## config.mk

```make
export PLATFORM = sky130hd
export DESIGN_NAME = uart_tx_fifo
export DESIGN_NICKNAME = d
export VERILOG_FILES = /design/src/rtl/uart_tx_fifo.sv
export SDC_FILE = /design/constraint.sdc
export NUM_CORES = 1
export LEC_CHECK = 0
export CAP_MARGIN = 20
export CORE_AREA = 5 5 108 110
export DETAILED_ROUTE_END_ITERATION = 8
export DIE_AREA = 0 0 113 115
export PLACE_DENSITY_LB_ADDON = 0.2
export SETUP_SLACK_MARGIN = 0.3
export SYNTH_ARGS = -nofsm -noshare
export SYNTH_HDL_FRONTEND = slang
export SYNTH_SLANG_ARGS = --single-unit
```

## constraint.sdc

```tcl
create_clock -name clk -period 3.8 [get_ports clk]
set_input_delay 0.38 -clock clk [delete_from_list [all_inputs] [get_ports clk]]
set_output_delay 0.38 -clock clk [all_outputs]
set_load 0.05 [all_outputs]
```

## src/rtl/uart_tx_fifo.sv

```systemverilog
// rtl/uart_tx_fifo.sv - byte FIFO whose drain FSM feeds a UART transmitter din/din_vld/rfd handshake
// Sticky overflow flag is built only when UART_TX_FIFO_OVF_EN is defined; otherwise ovf is tied low.
module uart_tx_fifo #(
  parameter int DATA_WIDTH = 8,
  parameter int DEPTH      = 16,
  parameter int AF_LEVEL   = DEPTH - 2
) (
  input  logic                  clk,
  input  logic                  rst,
  input  logic [DATA_WIDTH-1:0] wr_data,
  input  logic                  wr_en,
  output logic                  full,
  output logic                  almost_full,
  output logic                  empty,
  output logic [$clog2(DEPTH):0] count,
  output logic [DATA_WIDTH-1:0] uart_din,
  output logic                  uart_din_vld,
  input  logic                  uart_rfd,
  output logic                  ovf
);

  localparam int PW = $clog2(DEPTH);
  localparam int CW = PW + 1;
  localparam logic [CW-1:0] FULL_CNT = CW'(DEPTH);
  localparam logic [CW-1:0] AF_CNT   = CW'(AF_LEVEL);

  typedef enum logic [1:0] {S_IDLE, S_ISSUE, S_WAIT_BUSY} state_t;

  logic [DATA_WIDTH-1:0] r_mem [DEPTH];
  logic [PW-1:0]         r_wr_ptr;
  logic [PW-1:0]         r_rd_ptr;
  logic [CW-1:0]         r_count;
  state_t                r_state;
  logic [DATA_WIDTH-1:0] r_din;
  logic                  r_vld;

  logic w_full;
  logic w_empty;
  logic w_pop;
  logic w_push;

  assign w_full  = (r_count == FULL_CNT);
  assign w_empty = (r_count == '0);
  assign w_pop   = (r_state == S_ISSUE);
  // A pop in the same cycle frees a slot, so a write into a full FIFO is still taken.
  assign w_push  = wr_en && !rst && (!w_full || w_pop);

  always_ff @(posedge clk) begin
    if (w_push) begin
      r_mem[r_wr_ptr] <= wr_data;
    end
  end

  always_ff @(posedge clk) begin
    if (rst) begin
      r_wr_ptr <= '0;
      r_rd_ptr <= '0;
      r_count  <= '0;
    end else begin
      if (w_push) begin
        r_wr_ptr <= r_wr_ptr + PW'(1);
      end
      if (w_pop) begin
        r_rd_ptr <= r_rd_ptr + PW'(1);
      end
      if (w_push && !w_pop) begin
        r_count <= r_count + CW'(1);
      end else if (w_pop && !w_push) begin
        r_count <= r_count - CW'(1);
      end
    end
  end

  // WAIT_BUSY blocks a second issue until the transmitter has visibly taken the word (rfd low).
  always_ff @(posedge clk) begin
    if (rst) begin
      r_state <= S_IDLE;
      r_din   <= '0;
      r_vld   <= 1'b0;
    end else begin
      r_vld <= 1'b0;
      unique case (r_state)
        S_IDLE: begin
          if (uart_rfd && !w_empty) begin
            r_din   <= r_mem[r_rd_ptr];
            r_state <= S_ISSUE;
          end
        end
        S_ISSUE: begin
          r_vld   <= 1'b1;
          r_state <= S_WAIT_BUSY;
        end
        S_WAIT_BUSY: begin
          if (!uart_rfd) begin
            r_state <= S_IDLE;
          end
        end
        default: r_state <= S_IDLE;
      endcase
    end
  end

`ifdef UART_TX_FIFO_OVF_EN
  logic r_ovf;

  always_ff @(posedge clk) begin
    if (rst) begin
      r_ovf <= 1'b0;
    end else if (wr_en && !w_push) begin
      r_ovf <= 1'b1;
    end
  end

  assign ovf = r_ovf;
`else
  assign ovf = 1'b0;
`endif

  assign full         = w_full;
  assign almost_full  = (r_count >= AF_CNT);
  assign empty        = w_empty;
  assign count        = r_count;
  assign uart_din     = r_din;
  assign uart_din_vld = r_vld;

endmodule

```

# Yosys cells after proc, flatten, opt, wreduce, memory -nomap -nowiden
# Memory sizes are Yosys's and may differ from the RTL's. A register that Yosys moved wholly into a read port is not among the register bits.
# Cells that the tools add are included.
# Widths: inputs -> output; s select.
# op_classes
add_sub_neg	4
order_cmp	1
n_eq_ne	5
n_mux	8
reduce_logical	16
# ops
operator	n
$mux 5	2
$add 4x1->4 const B	2
$pmux 2 s3	1
$add 5x1->5 const B	1
$eq 5x5->1 const B	1
$ge 5x4->1 const B	1
$logic_and 1x1->1	5
$logic_not 1->1	5
$logic_not 5->1	1
$sub 5x1->5 const B	1
$mux 2	2
$ne 2x2->1 const B	2
$reduce_and 2->1	2
$mux 1	3
$eq 2x1->1 const B	1
$eq 2x2->1 const B	1
$logic_not 2->1	1
$reduce_bool 2->1	1
$logic_or 1x1->1	1
# word_totals
reg_bits	16
mem_bits_rw	128
in_bits	12
wordCells	40
mem_count	1
# mem_list
name	depth	width	read_ports	rd_ports_with_merged_regs	wr	line	source
r_mem	16	8	1	1	1	29	logic [DATA_WIDTH-1:0] r_mem [DEPTH];

# Logic depth before layout (Yosys ltp)
# logic_depth
ltp_word	8
depth_mapped	10
ltp_nobuf	10

# Least setup slack after synthesis
# OpenSTA, ideal clock, no wires.
# synth_timing
path_kind	reg-to-reg
startpoint	reg r_count[0], in the netlist count[0]
endpoint	reg r_count[4], in the netlist count[4]
arrival_ns	2.765
slack_ns	0.911
path_stages_with_launch	10
cell_sequence	dfxtp_1 -> nor4_1 -> a31oi_1 -> ha_1 -> inv_1 -> fa_1 -> a21o_1 -> a21oi_1 -> mux2i_1 -> mux2_1
# synth_via
elab_chain_len	7
# synth_rtl
element	line	source
from (decl)	32	logic [CW-1:0] r_count;
from (signal assigned)	67	r_count <= r_count + CW'(1);
from (signal assigned)	69	r_count <= r_count - CW'(1);
$eq 5x5->1 *	42	assign w_full = (r_count == FULL_CNT);
$logic_not 1->1 *	46	assign w_push = wr_en && !rst && (!w_full || w_pop);
$logic_or 1x1->1 *	46	
$logic_and 1x1->1 *	46	
net w_push	40	logic w_push;
$logic_not 1->1	68	end else if (w_pop && !w_push) begin
$logic_and 1x1->1	68	
$reduce_bool 2->1 (no line)	--	
# Mark *: on every way through the listed nets, which the timed path passes. The rest lies on a longest branch. The select of a mux whose other input is x is not followed.
# A chain may end at the register's enable or synchronous reset.

# Worst setup path after layout
# Same ends and word-level chain as after synthesis.

==> metrics.md <==
| Metric | Value |
|---|---|
| Die span in y | `115 um` |
| Vias | `3053` |
| Worst-Skew Late Latency | `520 ps` |
| Vias in the first global route | `3245` |
| Number of synthesized flops with an enable pin | `128` |
| Final Non-Filler Cells | `528` |
| DIE AREA | `13000 um2` |
| Clock skew | `9.44 ps` |
| Layout area overhead | `16.3%` |
| H-tree lvl count | `4` |
| P_int | `3.30 mW` |
| Starting DRT DRC Count | `182` |
| Clock share of power | `36.0%` |
| R2r setup slk | `650 ps` |
| Worst VDD drop | `0.519 mV` |
| Highest Clock Rate | `0.317 GHz` |
| Clock Tree Root | `clkbuf_8` |
| Final setup TNS | `0 ps` |
| Max-Cap Viols | `0` |
| Startpoint types | `flop` |
| Final GP Congestion | `0.817` |
| Fillers | `701` |
| FF+latch count, synth | `152` |
| Critical Path Max Stage Delay | `710 ps` |
| Slowest cell on crit path | `nor4_1` |
| Distinct cells, synth | `41` |
| Top cell by count, worst path | `ha_1` |
| Worst-path cell chain | `nor4_1 -> a31oi_1 -> ha_1 -> inv_1 -> ha_1 -> a21o_1 -> a21oi_1 -> mux2i_1 -> mux2_1` |
| Mapped Nets | `359` |
| # diodes | `0` |
| Clock transition at path regs | `60 ps` |
| HP Class | `in -> reg` |
| Syn avg cell area | `18.2 um2` |
| Crit path DAT | `3560 ps` |
| Total length of routed wires | `11.3 mm` |
| # IOs | `30` |
| Dpl cells | `495` |
| Top Family by Delay on Critical Path | `simple AND/OR/NAND/NOR gates` |
| Psw | `1.26 mW` |
| Async SR Flop Fraction | `0%` |
| Synth Warn # | `0` |
| Crit path kind | `reg -> reg` |
| Run status | `complete, no violations` |
| Antenna-violating nets left | `0` |
| First-pass GRT wire length | `18.1 mm` |
| Sequential share of the synthesized area | `70.5%` |
| Routed len/inst | `21.3 um` |
| Hold_buf cts | `0` |
| Share of cells above drive strength 1 | `17.3%` |
| Vias per std cell | `5.78` |
| Syn Std Cell Area | `6130 um2` |
| Clock Path Buffers | `2` |
| Fin. max-slew vios | `0` |
| Core area | `10600 um2` |
| Final Cycle Share | `82.9%` |
| Critical Path RT | `4210 ps` |
| Final Hold Fails | `0` |
| Flop pwr share | `43.3%` |
| Initial antenna violation count | `0` |
| Comb pwr share | `20.7%` |
| CTS tree | `built` |
| Buf+Inv Stages, Crit Path | `1` |
| Fin nets | `397` |
| Tmin final | `3150 ps` |
| CTS Buf Count | `17` |
| RSZ-0062 raised after global routing | `false` |
| DP Wirelength | `7.10 mm` |
| CTS Sinks | `152` |
| Initial Utilization | `57.8%` |
| Total GRT Usage | `19.2%` |
| Cell row count | `38` |
| Drt first pass iters | `4` |
| Total gr overflow | `0` |
| PortBufs | `28` |
| Die W | `113 um` |
| PwrDens | `640 nW/um2` |
| Least-Margin Pin Slew | `940 ps` |
| Total design power | `4.56 mW` |
| Worst setup EP type | `flop` |
| Post_cts resized | `0` |
| Switching Fraction | `27.6%` |
| Mapped Cells | `337` |
| Max-Slew Margin vs Limit | `37.1%` |
| Final setup vio count | `0` |
| Lkg Pwr | `2.34 nW` |
| Max FO, Critical Path | `6` |
| Post-CTS Setup Bufs | `0` |
| DRC | `0` |
| Top FF cell, synth | `edfxtp_1` |
| Largest net degree at the start of global routing | `29` |
==> logic make-up (layout without fill, tap and decap cells) <==
kind of cell / after synthesis / count (layout) / synth area share, %
compound gates: 22 / 22 / 2.88
other cells: 1 / 1 / 0.0612
buf+inv: 25 / 76 / 2.27
flops: 152 / 152 / 70.5
xor+xnor: 9 / 9 / 1.29
simple gates: 66 / 66 / 4.82
mux: 52 / 52 / 16.0
fa+ha+maj: 10 / 10 / 2.16
==> stage by stage <==
step | utilization [%] | instance area [um2] | hold slack (ps) | setup WS (ps)
2_1_floorplan | - | 6130 | 477 | 911
3_3_place_gp | 61.6 | 6530 | 470 | 832
3_5_place_dp | 61.6 | 6530 | 475 | 689
4_1_cts | 67.2 | 7120 | 459 | 692
5_1_grt | 67.2 | 7130 | 502 | 367
6_report | 67.2 | 7130 | 488 | 648
==> flip-flops by register name, indices dropped and copies added (netlist names) <==
| register | cells |
|---|---|
| uart_din | 8 |
| r_state | 2 |
| r_wr_ptr | 4 |
| count | 5 |
| uart_din_vld | 1 |
| r_mem | 128 |
| r_rd_ptr | 4 |
==> cells in the final DEF, fill, tap and decap left out, types with 8 or more instances in the layout <==
| cell | synthesis | final |
|---|---|---|
| clkbuf_16 | 0 | 16 |
| edfxtp_1 | 128 | 128 |
| buf_4 | 2 | 8 |
| a221o_1 | 8 | 8 |
| mux4_2 | 19 | 19 |
| ha_1 | 9 | 9 |
| dfxtp_1 | 24 | 24 |
| mux2_2 | 8 | 8 |
| clkdlybuf4s50_1 | 0 | 28 |
| mux2i_1 | 11 | 11 |
| mux4_1 | 13 | 13 |
| nor2_1 | 39 | 39 |
| nand2_1 | 8 | 8 |
==> worst register-to-register path, delay by kind of cell, from the launching register on <==
family                   cells  cell delay, ps
adder cells (fa/ha/maj)      2             580
buffers and inverters        1             150
AND/OR/NAND/NOR              1             710
flip-flops                   1             380
AO/OA/AOI/OAI                3             680
multiplexers                 2             550
==> cells in the mapped netlist, types with 6 or more instances <==
cell type | number | area [um2]
a221o_1 | 8 | 80.1
clkbuf_1 | 6 | 22.5
dfxtp_1 | 24 | 480
edfxtp_1 | 128 | 3840
ha_1 | 9 | 113
mux2_2 | 8 | 90.1
mux2i_1 | 11 | 110
mux4_1 | 13 | 342
mux4_2 | 19 | 428
nand2_1 | 8 | 30.0
nor2_1 | 39 | 146
==> per-layer routing <==
metal,track usage [%],routed length [um],part of all wire [%],vias up
met1,24.2,4820,43,1548
met2,32.5,5760,51,83
met3,5.47,545,4.8,11
met4,6.25,147,1.3,0
li1,-,-,-,1411
met5,0,0,0,-
==> area by class of cell <==
type,instances,area (um2),area share [%]
Tap cell,140,175,2.46
Sequential cell,152,4320,60.7
Multi-Input combinational cell,160,1670,23.4
Clock buffer,21,439,6.16
Timing Repair Buffer,37,348,4.88
Inverter,7,26.3,0.369
Clock inverter,11,149,2.09
==> power groups by stage <==
| stage | clock, mW | sequential (mW) | combinational, mW |
|---|---|---|---|
| 3_5_place_dp | 0 | 2.01 | 0.948 |
| 4_1_cts | 1.67 | 1.98 | 0.953 |
| 2_1_floorplan | 0 | 2.16 | 0.530 |
| 6_report | 1.64 | 1.98 | 0.945 |
| 5_1_grt | 1.75 | 1.99 | 1.01 |
| 3_3_place_gp | 0 | 2.00 | 0.932 |
==> path summary, 6_finish.rpt <==
path / from / end / cells after the start
worst max-delay path: count[0] / count[4] / 9
worst min-delay path: uart_rfd / r_state[1] / 3
worst max register to register: count[0] / count[4] / 9
worst min register to register: uart_din[4] / uart_din[4] / 1
(Power assumes the default switching activity.)
